File: src/rtl/reorder_buffer_if.sv
// Dispatch / completion / retirement bundle of the reorder buffer.
// master: dispatch + execution side (drives flush, alloc_*, cmp_*; observes ready/tag/ret_*/count).
// slave : the reorder buffer itself.
interface reorder_buffer_if #(
  parameter int TAG_W = 3,
  parameter int XLEN  = 32
);
  logic             flush;
  logic             alloc_valid;
  logic             alloc_has_rd;
  logic [4:0]       alloc_rd;
  logic             alloc_ready;
  logic [TAG_W-1:0] alloc_tag;
  logic             cmp_valid;
  logic [TAG_W-1:0] cmp_tag;
  logic [XLEN-1:0]  cmp_data;
  logic             ret_valid;
  logic             ret_we;
  logic [4:0]       ret_rd;
  logic [XLEN-1:0]  ret_data;
  logic [TAG_W-1:0] ret_tag;
  logic [TAG_W:0]   count;

  modport master (
    output flush, alloc_valid, alloc_has_rd, alloc_rd, cmp_valid, cmp_tag, cmp_data,
    input  alloc_ready, alloc_tag, ret_valid, ret_we, ret_rd, ret_data, ret_tag, count
  );

  modport slave (
    input  flush, alloc_valid, alloc_has_rd, alloc_rd, cmp_valid, cmp_tag, cmp_data,
    output alloc_ready, alloc_tag, ret_valid, ret_we, ret_rd, ret_data, ret_tag, count
  );
endinterface

File: src/rtl/reorder_buffer.sv
// In-order retirement buffer: allocate at tail, complete by tag in any order, retire from head.
// Latency: a completion at edge N retires at edge N+1 at the earliest; ret_* are registered.
// Backpressure: alloc_ready drops when count == DEPTH; retire side has no backpressure.
// Ports: clk, rstn (async active-low), rob (slave modport of reorder_buffer_if).
module reorder_buffer #(
  parameter int DEPTH = 8,
  parameter int TAG_W = 3,
  parameter int XLEN  = 32
) (
  input  logic             clk,
  input  logic             rstn,
  reorder_buffer_if.slave  rob
);

  localparam logic [TAG_W:0] FULL_CNT = (TAG_W+1)'(DEPTH);

  // Per-entry state
  logic [DEPTH-1:0] valid_q;
  logic [DEPTH-1:0] done_q;
  logic [DEPTH-1:0] has_rd_q;
  logic [4:0]       rd_q   [DEPTH];
  logic [XLEN-1:0]  data_q [DEPTH];

  logic [TAG_W-1:0] head_q, tail_q;
  logic [TAG_W:0]   count_q, count_d;

  logic             ret_valid_q, ret_we_q;
  logic [4:0]       ret_rd_q;
  logic [XLEN-1:0]  ret_data_q;
  logic [TAG_W-1:0] ret_tag_q;

  logic alloc_ready;
  logic alloc_fire;
  logic retire_fire;
  logic cmp_hit;

  assign alloc_ready = (count_q != FULL_CNT);
  assign alloc_fire  = rob.alloc_valid && alloc_ready;
  assign retire_fire = (count_q != '0) && done_q[head_q];
  assign cmp_hit     = rob.cmp_valid && valid_q[rob.cmp_tag];

  always_comb begin
    count_d = count_q;
    if (alloc_fire && !retire_fire) begin
      count_d = count_q + 1'b1;
    end else if (!alloc_fire && retire_fire) begin
      count_d = count_q - 1'b1;
    end
  end

  // Control state. Update order within the edge matters: completion, then
  // allocation, then the retire clear, so a completion racing the retire of
  // the same head entry cannot leave a stale done bit behind.
  always_ff @(posedge clk or negedge rstn) begin
    if (!rstn) begin
      valid_q     <= '0;
      done_q      <= '0;
      has_rd_q    <= '0;
      head_q      <= '0;
      tail_q      <= '0;
      count_q     <= '0;
      ret_valid_q <= 1'b0;
      ret_we_q    <= 1'b0;
      ret_rd_q    <= '0;
      ret_data_q  <= '0;
      ret_tag_q   <= '0;
    end else if (rob.flush) begin
      valid_q     <= '0;
      done_q      <= '0;
      head_q      <= '0;
      tail_q      <= '0;
      count_q     <= '0;
      ret_valid_q <= 1'b0;
      ret_we_q    <= 1'b0;
    end else begin
      if (cmp_hit) begin
        done_q[rob.cmp_tag] <= 1'b1;
      end
      if (alloc_fire) begin
        valid_q[tail_q]  <= 1'b1;
        done_q[tail_q]   <= 1'b0;
        has_rd_q[tail_q] <= rob.alloc_has_rd;
        tail_q           <= tail_q + 1'b1;
      end
      if (retire_fire) begin
        valid_q[head_q] <= 1'b0;
        done_q[head_q]  <= 1'b0;
        head_q          <= head_q + 1'b1;
        ret_valid_q     <= 1'b1;
        ret_we_q        <= has_rd_q[head_q];
        ret_rd_q        <= rd_q[head_q];
        ret_data_q      <= data_q[head_q];
        ret_tag_q       <= head_q;
      end else begin
        // Payload fields hold their last retired values.
        ret_valid_q <= 1'b0;
        ret_we_q    <= 1'b0;
      end
      count_q <= count_d;
    end
  end

  // Payload storage needs no reset: it is only read behind valid/done.
  always_ff @(posedge clk) begin
    if (!rob.flush) begin
      if (cmp_hit) begin
        data_q[rob.cmp_tag] <= rob.cmp_data;
      end
      if (alloc_fire) begin
        rd_q[tail_q] <= rob.alloc_rd;
      end
    end
  end

  assign rob.alloc_ready = alloc_ready;
  assign rob.alloc_tag   = tail_q;
  assign rob.ret_valid   = ret_valid_q;
  assign rob.ret_we      = ret_we_q;
  assign rob.ret_rd      = ret_rd_q;
  assign rob.ret_data    = ret_data_q;
  assign rob.ret_tag     = ret_tag_q;
  assign rob.count       = count_q;

endmodule

File: src/flat_wrapper.sv
// flat-port wrapper written by rule: the top's interface ports become plain ports
module reorder_buffer_flat 
#(
  parameter int DEPTH = 8,
  parameter int TAG_W = 3,
  parameter int XLEN  = 32
)
  (clk, rstn, rob_flush, rob_alloc_valid, rob_alloc_has_rd, rob_alloc_rd, rob_cmp_valid, rob_cmp_tag, rob_cmp_data, rob_alloc_ready, rob_alloc_tag, rob_ret_valid, rob_ret_we, rob_ret_rd, rob_ret_data, rob_ret_tag, rob_count);
  reorder_buffer_if #(.TAG_W(TAG_W), .XLEN(XLEN)) rob_i ();
  input  logic clk;
  input  logic rstn;
  input wire logic [$bits(rob_i.flush)-1:0] rob_flush;
  input wire logic [$bits(rob_i.alloc_valid)-1:0] rob_alloc_valid;
  input wire logic [$bits(rob_i.alloc_has_rd)-1:0] rob_alloc_has_rd;
  input wire logic [$bits(rob_i.alloc_rd)-1:0] rob_alloc_rd;
  input wire logic [$bits(rob_i.cmp_valid)-1:0] rob_cmp_valid;
  input wire logic [$bits(rob_i.cmp_tag)-1:0] rob_cmp_tag;
  input wire logic [$bits(rob_i.cmp_data)-1:0] rob_cmp_data;
  output wire logic [$bits(rob_i.alloc_ready)-1:0] rob_alloc_ready;
  output wire logic [$bits(rob_i.alloc_tag)-1:0] rob_alloc_tag;
  output wire logic [$bits(rob_i.ret_valid)-1:0] rob_ret_valid;
  output wire logic [$bits(rob_i.ret_we)-1:0] rob_ret_we;
  output wire logic [$bits(rob_i.ret_rd)-1:0] rob_ret_rd;
  output wire logic [$bits(rob_i.ret_data)-1:0] rob_ret_data;
  output wire logic [$bits(rob_i.ret_tag)-1:0] rob_ret_tag;
  output wire logic [$bits(rob_i.count)-1:0] rob_count;
  assign rob_i.flush = rob_flush;
  assign rob_i.alloc_valid = rob_alloc_valid;
  assign rob_i.alloc_has_rd = rob_alloc_has_rd;
  assign rob_i.alloc_rd = rob_alloc_rd;
  assign rob_i.cmp_valid = rob_cmp_valid;
  assign rob_i.cmp_tag = rob_cmp_tag;
  assign rob_i.cmp_data = rob_cmp_data;
  assign rob_alloc_ready = rob_i.alloc_ready;
  assign rob_alloc_tag = rob_i.alloc_tag;
  assign rob_ret_valid = rob_i.ret_valid;
  assign rob_ret_we = rob_i.ret_we;
  assign rob_ret_rd = rob_i.ret_rd;
  assign rob_ret_data = rob_i.ret_data;
  assign rob_ret_tag = rob_i.ret_tag;
  assign rob_count = rob_i.count;
  reorder_buffer #(.DEPTH(DEPTH), .TAG_W(TAG_W), .XLEN(XLEN)) u_core (.clk(clk), .rstn(rstn), .rob(rob_i));
endmodule
File: config.mk
export PLATFORM = sky130hd
export DESIGN_NAME = reorder_buffer_flat
export DESIGN_NICKNAME = d
export VERILOG_FILES = /design/src/rtl/reorder_buffer_if.sv /design/src/rtl/reorder_buffer.sv /design/src/flat_wrapper.sv
export SDC_FILE = /design/constraint.sdc
export NUM_CORES = 1
export LEC_CHECK = 0
export CORE_MARGIN = 4
export CORE_UTILIZATION = 45
export DETAILED_ROUTE_END_ITERATION = 8
export MAX_ROUTING_LAYER = met4
export PLACE_DENSITY = 0.64
export SLEW_MARGIN = 20
export SYNTH_ARGS = -nofsm -noshare
export SYNTH_HDL_FRONTEND = slang
export SYNTH_SLANG_ARGS = --single-unit
File: constraint.sdc
create_clock -name clk -period 5.7 [get_ports clk]
set_input_delay 1.14 -clock clk [delete_from_list [all_inputs] [get_ports clk]]
set_output_delay 1.14 -clock clk [all_outputs]
set_load 0.02 [all_outputs]
; ---- After elaboration in Yosys (flattened, before gate mapping)
; Memories as Yosys holds them, arrays and structs flattened. A register that Yosys moved wholly into a read port is not among the register bits.
; Cells that the tools add are included.
[classes]
muxes = 40
n_reduce_logical = 18
eq_ne = 1
addsub = 4
bitwise = 8
order_cmp = 6
[op_table]
columns = operator, count
row1 = 8-bit two-way mux, 10
row2 = 8-bit AND, 3
row3 = 1-bit two-way mux, 16
row4 = 8-bit inverter, 2
row5 = 8-bit bitwise OR, 2
row6 = "3-bit by 4-bit < comparator with 1-bit output, second input constant", 3
row7 = 3-bit two-way mux, 4
row8 = 4-bit two-way mux, 3
row9 = 1-bit binary-select mux with 3-bit select, 3
row10 = 1-bit demux with 3-bit select, 3
row11 = "3-bit by 1-bit >= comparator with 1-bit output, second input constant", 3
row12 = 8-bit bitwise mux, 1
row13 = 1-bit logical AND, 8
row14 = "3-bit by 1-bit adder with 3-bit output, second input constant", 2
row15 = "4-bit by 1-bit adder with 4-bit output, second input constant", 1
row16 = 1-bit logical NOT, 4
row17 = "4-bit != test, second input constant", 1
row18 = 2-bit AND reduction, 2
row19 = 2-bit nonzero test, 2
row20 = 4-bit nonzero test, 1
row21 = "4-bit by 1-bit subtractor with 4-bit output, second input constant", 1
row22 = 3-bit nonzero test, 1
row23 = 1-bit inverter, 1
[totals]
input_bits = 46
ff_bits = 39
word_cells = 88
mem_count = 2
ram_bits = 296
[memory_table]
columns = memory, depth, width, read_ports, rd_ports_with_merged_regs, write_ports, line_no
row1 = u_core.data_q, 8, 32, 1, 1, 1, reorder_buffer.sv:22  ; logic [XLEN-1:0] data_q [DEPTH];
row2 = u_core.rd_q, 8, 5, 1, 1, 1, reorder_buffer.sv:21  ; logic [4:0] rd_q [DEPTH];

; ---- Logic depth before layout (Yosys ltp)
; Gate-level depths: netlist (run 1).
[depth]
depth_word = 13
depth_mapped = 11
mapped_depth_nobuf = 10

; ---- Least setup slack after synthesis (run 1)
; OpenSTA, ideal clock, no wires.
[synth_timing]
path_type = input to register
startpoint = input port rob_cmp_tag[1]
endpoint = memory u_core.data_q[4][0], enable pin
cell_stages = 5
setup_time_ps = 502
slack_ps = 222
path_buffers = 1
t_arrival_ps = 4977
required_time_ps = 5198
path_cell_list = buf_2 -> nand3b_1 -> a21oi_2 -> o211ai_1 -> nor4_1
[synth_between]
elab_chain_cells = 6
[synth_rtl]
columns = element, line_no
row1 = start: declaration, flat_wrapper.sv:17  ; input wire logic [$bits(rob_i.cmp_tag)-1:0] rob_cmp_tag;
row2 = 1-bit binary-select mux with 3-bit select, reorder_buffer.sv:40  ; assign cmp_hit = rob.cmp_valid && valid_q[rob.cmp_tag];
row3 = 1-bit two-way mux (implied by the code), reorder_buffer.sv:40
row4 = 1-bit logical AND, reorder_buffer.sv:40
row5 = 1-bit two-way mux, reorder_buffer.sv:106  ; if (cmp_hit) begin
row6 = 1-bit two-way mux, reorder_buffer.sv:105  ; if (!rob.flush) begin
row7 = 1-bit two-way mux (implied by the code), reorder_buffer.sv:107  ; data_q[rob.cmp_tag] <= rob.cmp_data;
row8 = end: declaration, reorder_buffer.sv:22
; Parallel ways exist; a longest one is shown, timed or not. The select of a mux whose other input is x is not followed.

; ---- Final worst setup path (run 1)
[layout_timing]
startpoint = register u_core.head_q[2]
endpoint = register u_core.count_q[3], in the netlist u_core.rob.count[3]
[layout_between]
elab_chain_cells = 7
elab_cells_between_ends = 9
cone_classes = mux: 4 / reduce/logical: 5
[layout_rtl]
columns = element, line_no
row1 = start: declaration, reorder_buffer.sv:24  ; logic [TAG_W-1:0] head_q, tail_q;
row2 = start signal: assignment, reorder_buffer.sv:88  ; head_q <= head_q + 1'b1;
row3 = 1-bit binary-select mux with 3-bit select (*), reorder_buffer.sv:39  ; assign retire_fire = (count_q != '0) && done_q[head_q];
row4 = 1-bit two-way mux (implied by the code) (*), reorder_buffer.sv:39
row5 = 1-bit logical AND (*), reorder_buffer.sv:39
row6 = 1-bit logical NOT, reorder_buffer.sv:44  ; if (alloc_fire && !retire_fire) begin
row7 = 1-bit logical AND, reorder_buffer.sv:44
row8 = 4-bit two-way mux, reorder_buffer.sv:44
row9 = 4-bit two-way mux, reorder_buffer.sv:67  ; end else if (rob.flush) begin
row10 = end signal: assignment, reorder_buffer.sv:99  ; count_q <= count_d;
row11 = end: declaration, reorder_buffer.sv:25  ; logic [TAG_W:0] count_q, count_d;
; Mark *: on every way between the ends. The rest lies on a longest branch, timed or not. The select of a mux whose other input is x is not followed.
; A chain may end at the register's enable or synchronous reset.

==> run_results.csv, run 1 <==
group,metric,value,unit
worst_setup_path,worstSetupStartpoint,"u_core.head_q[2]",
global_route,grt_pass1_vias,8607,
die,die-area,35700,sq um
clocking,clock_path_buffers,3,
die,coreArea,32500,sq um
clocking,hold_buffers,0,
route,routed_wl,33000,um
global_route,antenna_found_initial,2,
worst_setup_path,cpMaxStageDelayCell,"dfrtp_2",
pwr,p_int,4.80,mW
placement,gp_congestion,0.811,
clocking,clk-insertion-delay-late,520,ps
pwr,leakagePower,5.99,nW
sta,hold_viol,0,
sta,hold_ws,482,ps
cells_and_area,fillerInstances,2615,
sta,fmax,0.271,GHz
pwr,pwr-share-clk,0.428,
sta,period_share,0.648,
die,start_util,0.454,
yosys,synth_cells,915,
route,remaining_drc_errors,0,
placement,port-buffer-count,95,
sta,period_needed,3690,ps
global_route,grtUsageTotal,0.188,
pwr,p_comb_frac,0.067,
placement,hpwl,18800,um
yosys,ys_async_sr_fraction,0.204,
yosys,synthFlopType,"edfxtp_1",
worst_setup_path,cpPeakStageDelay,650,ps
global_route,grt_max_degree,77,
worst_setup_path,path_class,"flip-flop to flip-flop",
cells_and_area,fin_cells,1486,
clocking,htreeDepth,2,
placement,postPlaceCellArea,16200,sq um
yosys,yosysUniqueCellTypes,65,
yosys,ys_seq_elements,372,
yosys,seq_area_frac_synth,0.732,
clocking,numCtsBuffers,39,
job,maxCapViolCount,0,
yosys,synth.largest_area_cell,"edfxtp_1",
global_route,grt_pass1_wl,51100,um
sta,fin_tns_setup,0,ps
pwr,irDropWorstVdd,0.228,mV
clocking,cts_tree,"yes",
yosys,netlist_area,14700,sq um
sta,setup_ws,2010,ps
pwr,p_switching,1.28,mW
clocking,clk_pin_slew,60,ps
route,dr.pass1.iters,5,
yosys,yosys.area.top_type_share,0.603,
worst_setup_path,cp-end-kind,"flip-flop",
worst_setup_path,rr_worst_depth,10,
pwr,power_density,346,nW/um^2
cells_and_area,area_growth,19.1,%
worst_setup_path,critPathRequiredTime,6090,ps
pwr,power_switching_share,0.210,
die,die_y,189,um
worst_setup_path,crit_path_start_kind,"flip-flop",
cells_and_area,drive_gt1_frac,0.177,
global_route,grt-ovfl-total,0,
cells_and_area,finish.utilization,0.541,
route,drt_iter0_markers,602,
sta,rsz0062_at_grt,"false",
die,io_pins,96,
clocking,clock-sinks,372,
yosys,avgSynthCellArea,16.1,sq um
die,die_w,189,um
cells_and_area,fin_area,17600,sq um
pwr,pwr-share-seq,0.504,
clocking,cts-root-buf,"clkbuf_16",
route,route.vias.total,8411,
worst_setup_path,worst-endpoint-arrival,4080,ps
status,status,"finished clean",
sta,max-slew-margin-rel,0.340,
yosys,synth_area_leaders,"edfxtp_1, dfrtp_1, mux2_2",
cells_and_area,nNetsFinal,1065,
yosys,synth_edf_count,296,
worst_setup_path,critical_path.max_fanout,29,
placement,placedCellCount,1415,
min_path,min_path_type,"flip-flop to flip-flop",
die,row_count,66,
worst_setup_path,cp_top_family,"compound AO/OA/AOI/OAI gates",
clocking,cts_resized,0,
yosys,yosysWarnings,0,
route,viasPerCell,5.66,
route,routedWlPerCell,22.2,um
sta,worst_pin_slew,988,ps
min_path,hold_depth,2,
worst_setup_path,crit_chain,"inv_2 -> a211oi_2 -> o31ai_1 -> nand2_1 -> ha_1 -> a21o_1 -> a21oi_1 -> nor2_1 -> mux2i_1 -> mux2_1",
pwr,p_total,6.08,mW
placement,pre_cts_ws,1950,ps
worst_setup_path,cp.buffers_inverters,1,
sta,skew,16.1,ps
min_path,hold_path_startpoint,"u_core.rob.ret_rd[3]",
yosys,syn_nets,966,
sta,setup_viol,0,
route,drtAntennaViolNets,0,
worst_setup_path,critical_path_depth,10,
sta,drv_slew,0,
worst_setup_path,reg2reg_from,"u_core.head_q[2]",
clocking,post_cts_buffers,0,
==> sequential cells by signal (all words and copies together), names as in the netlist <==
name	flops
u_core.rob.ret_data	32
u_core.rob.ret_we	1
u_core.done_q	8
u_core.rob.count	4
u_core.rob.ret_rd	5
u_core.has_rd_q	8
u_core.valid_q	8
u_core.head_q	3
u_core.data_q	256
u_core.rd_q	40
u_core.rob.alloc_tag	3
u_core.rob.ret_tag	3
u_core.rob.ret_valid	1
==> worst paths after layout <==
kind	to	slack (ps)
worst min register to register	u_core.rob.ret_rd[3]	480
worst max register to register	u_core.rob.count[3]	2010
max in group asynchronous	u_core.head_q[0]	4430
worst max-delay path	u_core.rob.count[3]	2010
min in group asynchronous	u_core.rob.ret_rd[0]	670
worst min-delay path	u_core.rob.ret_rd[3]	480
==> worst reg2reg max path, cell delays in order, from the launching register on <==
cell and delay (ps):
dfrtp_2 650, inv_2 630, a211oi_2 260, o31ai_1 630, nand2_1 200, ha_1 320, a21o_1 170, a21oi_1 170
nor2_1 60, mux2i_1 160, mux2_1 330
==> layout by cell type, fill, tap and decap left out, types with 3 or more instances in the layout <==
cell             instances
clkdlybuf4s50_1         94
buf_4                   21
edfxtp_1               296
clkbuf_8                 8
o21ba_2                  3
mux2_1                  10
a22o_1                   6
clkbuf_1                 7
clkbuf_16               41
and2_1                   4
nand2_1                 53
mux4_2                  12
a221oi_1                50
bufinv_16                4
nor3b_1                  3
inv_1                   16
o21ai_0                 18
nor3_2                   7
nor4_2                   4
ha_1                     4
a22oi_1                 21
a221o_1                  4
nor2_1                  42
nor4_1                   3
dfrtp_1                 73
o21ai_1                 27
a31oi_1                  4
a21boi_0                 5
nor2b_1                  8
nand3_1                  9
o22ai_1                 10
nand2b_1                 4
o211ai_1                 3
mux2_2                  59
a21oi_1                 19
nor3_1                   5
clkinv_1                 4
mux2i_1                 28
o211a_1                  4
==> Yosys cell counts, drive strengths merged (3+ instances only) <==
cell	number
a211oi	3
a22oi	21
buf	32
inv	17
nor3b	3
a221oi	50
nand2	53
xnor2	3
ha	4
a31oi	4
o211ai	3
a21oi	20
a21boi	5
mux4	12
a22o	6
and2	4
nor4	7
nand3	9
nor2b	10
dfrtp	76
mux2	71
o22ai	10
edfxtp	296
mux2i	28
o211a	4
nand2b	4
o21ai	45
nor2	44
clkbuf	26
nor3	12
a221o	4
o21ba	3
==> power by group through the flow <==
stage	clock, mW	sequential, mW	combinational (mW)
after floorplan	0	3.17	0.148
after CTS	2.65	3.06	0.414
after global routing	2.76	3.08	0.449
after detailed placement	0	3.12	0.413
final	2.60	3.06	0.409
after global placement	0	3.12	0.408
==> final cells by class <==
class / instances / area [sq um] / share of cell area
Antenna cell: 2 / 5.00 / 0.000285
Inverter: 17 / 63.8 / 0.00363
Tap cell: 442 / 553 / 0.0315
Clock buffer: 56 / 1160 / 0.0662
Timing Repair Buffer: 116 / 1110 / 0.0632
Multi-Input combinational cell: 468 / 3700 / 0.210
Clock inverter: 13 / 178 / 0.0101
Sequential cell: 372 / 10800 / 0.615
==> logic make-up after synthesis <==
kind of cell	share of synthesized area
compound gates	0.0964
xor+xnor	0.00289
fa+ha+maj	0.00475
buf+inv	0.0221
flops	0.732
mux	0.0921
simple gates	0.0501
==> per-layer routing <==
| metal | vias up | global-route usage | wire [um] |
|---|---|---|---|
| met5 | - | - | 0 |
| li1 | 3803 | - | - |
| met1 | 4332 | 0.257 | 14800 |
| met2 | 224 | 0.300 | 15900 |
| met3 | 52 | 0.0306 | 1610 |
| met4 | 0 | 0.0474 | 675 |
No activity file was read; power rests on OpenSTA's default activity.
==> run 2, diff against run 1 <==
Clock period 5.7 ns to 3.5 ns, I/O delays scaled along.
==> run_results.csv, run 2 (same netlist as run 1, synthesis figures left out) <==
group,metric,value,unit
worst_setup_path,reg2reg_from,"u_core.head_q[1]",
global_route,grt-ovfl-total,0,
cells_and_area,fillerInstances,2626,
pwr,irDropWorstVdd,0.388,mV
route,topRoutingLayerUsed,"met4",
worst_setup_path,cp-end-kind,"flip-flop",
sta,drv_slew,0,
placement,placedCellCount,1440,
worst_setup_path,reg2reg_to,"u_core.rob.count[3]",
placement,gp_congestion,0.792,
route,drtAntennaViolNets,0,
cells_and_area,area_growth,19.7,%
status,status,"finished clean",
die,io_pins,96,
sta,setup_ws,626,ps
sta,period_share,0.821,
cells_and_area,multi_input_area,3730,sq um
global_route,grt_max_degree,68,
sta,skew,10.4,ps
sta,max-slew-margin-rel,0.294,
clocking,clk-insertion-delay-late,540,ps
clocking,clock_path_buffers,3,
pwr,power_density,542,nW/um^2
sta,hold_ws,312,ps
clocking,clock-sinks,372,
sta,fmax,0.348,GHz
route,remaining_drc_errors,0,
route,routedWlPerCell,22.3,um
global_route,grt_pass1_vias,8811,
die,coreArea,32500,sq um
global_route,grtUsageTotal,0.194,
clocking,cts-root-buf,"clkbuf_16",
placement,hpwl,20400,um
die,die_w,189,um
min_path,min_path_type,"input pin to asynchronous set/reset pin",
die,die-area,35700,sq um
cells_and_area,final_cell_mix,"edfxtp_1, clkdlybuf4s50_1, dfrtp_1, mux2_2, nand2_1",
worst_setup_path,crit_chain,"mux2i_1 -> a211oi_2 -> o31ai_1 -> nand2_1 -> ha_1 -> a21o_1 -> a21oi_1 -> nor2_1 -> mux2i_1 -> mux2_1",
pwr,leakagePower,6.08,nW
worst_setup_path,path_class,"flip-flop to flip-flop",
route,wl_met3,1270,um
clocking,numCtsBuffers,40,
route,wl_met2,16700,um
cells_and_area,drive_gt1_frac,0.189,
route,viasPerCell,5.63,
sta,rsz0062_at_grt,"false",
worst_setup_path,worst_path_most_repeated_cell,"mux2i_1",
worst_setup_path,rr_worst_depth,10,
clocking,post_cts_buffers,0,
cells_and_area,nNetsFinal,1091,
sta,hold_viol,0,
route,routed_wl,33700,um
route,drt_iter0_markers,533,
cells_and_area,fin_cells,1514,
cells_and_area,largest_register_ffs,256,
clocking,cts_resized,0,
worst_setup_path,crit_path_start_kind,"flip-flop",
cells_and_area,diodes,0,
worst_setup_path,critPathRequiredTime,3910,ps
clocking,hold_buffers,0,
die,die_y,189,um
route,m1WireLength,15100,um
global_route,antenna_found_initial,0,
worst_setup_path,worstSetupStartpoint,"u_core.head_q[1]",
clocking,clk_pin_slew,60,ps
sta,worst_pin_slew,1060,ps
cells_and_area,final_common_cell,"edfxtp_1",
route,route.vias.total,8523,
die,start_util,0.454,
clocking,htreeDepth,2,
placement,port-buffer-count,95,
worst_setup_path,crit_end,"u_core.rob.count[3]",
worst_setup_path,cpMaxStageDelayCell,"dfrtp_4",
sta,period_needed,2870,ps
worst_setup_path,worst-endpoint-arrival,3290,ps
worst_setup_path,critical_path.max_fanout,18,
route,dr.pass1.iters,5,
job,maxCapViolCount,0,
die,row_count,66,
sta,setup_viol,0,
placement,pre_cts_ws,270,ps
worst_setup_path,rrSetupSlack,630,ps
worst_setup_path,cpPeakStageDelay,580,ps
cells_and_area,regArea,10800,sq um
global_route,grt_pass1_wl,52500,um
clocking,cts_tree,"yes",
cells_and_area,largest_register,"u_core.data_q",
## run 2: per-stage QoR
stage | TNS [ps] | utilization | instance area (sq um) | total power [mW]
after floorplan | -58800 | - | 14800 | 5.40
after global placement | 0 | 0.507 | 16400 | 5.75
after detailed placement | 0 | 0.507 | 16400 | 5.77
after CTS | 0 | 0.544 | 17700 | 9.65
after global routing | 0 | 0.544 | 17700 | 9.90
final | 0 | 0.544 | 17700 | 9.56
## run 2: how the worst min path moves through the flow
stage / startpoint / endpoint / slack, ps
final: rstn / u_core.rob.count[0] / 310
after global routing: rstn / u_core.rob.count[0] / 400
after CTS: rstn / u_core.rob.count[0] / 360
after detailed placement: u_core.rob.ret_rd[2] / u_core.rob.ret_rd[2] / 480
after global placement: u_core.rob.ret_rd[0] / u_core.rob.ret_rd[0] / 470
after floorplan: rstn / u_core.done_q[0] / 400
## run 2: layer usage
| metal | track usage | up-vias |
|---|---|---|
| li1 | - | 3853 |
| met1 | 0.262 | 4424 |
| met2 | 0.314 | 193 |
| met3 | 0.0260 | 53 |
| met4 | 0.0533 | 0 |
| met5 | - | - |
## run 2: area by class of cell
class | count | share of cell area
Timing Repair Buffer | 141 | 0.0737
Inverter | 17 | 0.00361
Clock buffer | 55 | 0.0617
Clock inverter | 19 | 0.00666
Tap cell | 442 | 0.0313
Sequential cell | 372 | 0.612
Multi-Input combinational cell | 468 | 0.211
## run 2: power by group
part	leakage [nW]	internal, mW	switching, mW
logic	1.80	0.318	0.370
clock network	0.593	2.20	1.69
registers	3.69	4.91	0.0844
## run 2: worst max-delay path: cells and delay by family (launching register included)
family                   cells  cell delay, ps
AO/OA/AOI/OAI                4             880
adder cells (fa/ha/maj)      1             300
flip-flops                   1             580
multiplexers                 3             760
AND/OR/NAND/NOR              2             230
==> run 3, diff against run 2 <==
Clock period 3.5 ns to 2.85 ns, I/O delays scaled along.
==> run_results.csv, run 3 (same netlist as run 1, synthesis figures left out) <==
group,metric,value,unit
worst_setup_path,reg2reg_to,"u_core.rob.count[3]",
cells_and_area,nNetsFinal,1090,
global_route,grt_max_degree,88,
route,dr.pass1.iters,5,
sta,fmax,0.380,GHz
pwr,power_density,674,nW/um^2
cells_and_area,area_growth,21.7,%
placement,port-buffer-count,95,
sta,skew,16.4,ps
clocking,cts_tree,"yes",
clocking,clock-sinks,372,
global_route,grtUsageTotal,0.193,
min_path,min_path_type,"input pin to asynchronous set/reset pin",
sta,setup_viol,0,
die,die_w,189,um
worst_setup_path,rr_worst_depth,10,
cells_and_area,drive_gt1_frac,0.195,
sta,setup_ws,216,ps
global_route,grt_pass1_wl,51800,um
sta,max-slew-margin-rel,0.293,
die,row_count,66,
cells_and_area,fin_area,17900,sq um
cells_and_area,largest_register,"u_core.data_q",
die,coreArea,32500,sq um
worst_setup_path,crit_path_start_kind,"flip-flop",
route,routedWlPerCell,22.1,um
cells_and_area,diodes,0,
sta,period_needed,2630,ps
worst_setup_path,cp-end-kind,"primary output",
sta,drv_slew,0,
cells_and_area,final_common_cell,"edfxtp_1",
die,die-area,35700,sq um
global_route,grt_pass1_vias,8692,
clocking,clock_path_buffers,3,
die,io_pins,96,
route,remaining_drc_errors,0,
placement,pre_cts_ws,74.5,ps
placement,hpwl,19900,um
global_route,grt-ovfl-total,0,
worst_setup_path,worstSetupStartpoint,"u_core.rob.count[1]",
route,drtAntennaViolNets,0,
die,die_y,189,um
route,viasPerCell,5.56,
sta,worst_pin_slew,1060,ps
placement,postPlaceCellArea,16600,sq um
clocking,clk-insertion-delay-late,540,ps
route,route.vias.total,8406,
clocking,cts-root-buf,"clkbuf_16",
clocking,clk_pin_slew,60,ps
worst_setup_path,critPathRequiredTime,2280,ps
global_route,antenna_found_initial,0,
worst_setup_path,crit_end,"rob_alloc_ready",
worst_setup_path,critical_path.max_fanout,5,
worst_setup_path,rrSetupSlack,230,ps
sta,fin_tns_setup,0,ps
status,status,"finished clean",
sta,hold_viol,0,
sta,rsz0062_at_grt,"false",
pwr,p_total,12.1,mW
placement,gp_congestion,0.851,
worst_setup_path,worst-endpoint-arrival,2060,ps
worst_setup_path,path_class,"flip-flop to primary output",
placement,placedCellCount,1439,
clocking,hold_buffers,0,
clocking,htreeDepth,2,
sta,period_share,0.924,
route,routed_wl,33500,um
job,maxCapViolCount,0,
cells_and_area,fin_cells,1513,
clocking,numCtsBuffers,40,
worst_setup_path,reg2reg_from,"u_core.head_q[1]",
pwr,irDropWorstVdd,0.506,mV
route,drt_iter0_markers,558,
die,start_util,0.454,
cells_and_area,final_cell_mix,"edfxtp_1, clkdlybuf4s50_1, dfrtp_1, mux2_2, nand2_1",
pwr,leakagePower,6.16,nW
cells_and_area,largest_register_ffs,256,
==> run 3: changes by cell type in the layout (fill, tap and decap cells not counted), moves of 4 or more <==
| cell | change |
|---|---|
| bufinv_16 | +4 |
| clkinv_2 | -4 |
| clkinv_1 | -4 |
| buf_4 | -13 |
| buf_12 | +12 |
==> run 3: worst max-delay path: stages, from the launching register on <==
cell and delay (ps):
dfrtp_1 420, or4b_4 560, clkdlybuf4s50_1 550
==> run 3: per-layer routing <==
metal  global-route usage  vias to the layer above  routed length, um
met5                    -                        -                  0
met4               0.0504                        0                727
met3               0.0282                       59               1400
met2                0.314                      216              16600
met1                0.259                     4278              14800
li1                     -                     3853                  -
==> run 3: what timing repair did <==
| item | 4_1_cts | 5_1_grt |
|---|---|---|
| setup buffers | 0 | 0 |
| setup endpoints to repair | 0 | 1 |
| gates resized for setup | 0 | 1 |
==> run 3: how the worst min path moves through the flow <==
stage,from,to
6_report,rstn,u_core.rob.ret_valid
5_1_grt,rstn,u_core.rob.count[0]
4_1_cts,rstn,u_core.rob.ret_data[18]
3_5_place_dp,u_core.rob.ret_data[6],u_core.rob.ret_data[6]
3_3_place_gp,u_core.rob.ret_rd[3],u_core.rob.ret_rd[3]
2_1_floorplan,rstn,u_core.done_q[0]
==> run 3: layout make-up <==
class / count / area (sq um)
Timing Repair Buffer: 140 / 1440
Multi-Input combinational cell: 468 / 3770
Clock inverter: 17 / 195
Sequential cell: 372 / 10800
Clock buffer: 57 / 1120
Inverter: 17 / 63.8
Fill cell: 2570 / 14500
Tap cell: 442 / 553
==> run 3: where the power goes <==
part           leakage, nW  internal, mW  total [mW]  switching [mW]
clock network        0.632          3.10        5.12            2.02
registers             3.69          6.03        6.13           0.104
logic                 1.84         0.397       0.850           0.453
total                 6.16          9.52        12.1            2.57
==> run 3: metrics by stage <==
step / hold slack [ps] / util
2_1_floorplan: 274 / -
3_3_place_gp: 468 / 0.512
3_5_place_dp: 475 / 0.512
4_1_cts: 94.9 / 0.553
5_1_grt: 123 / 0.553
6_report: 76.4 / 0.553
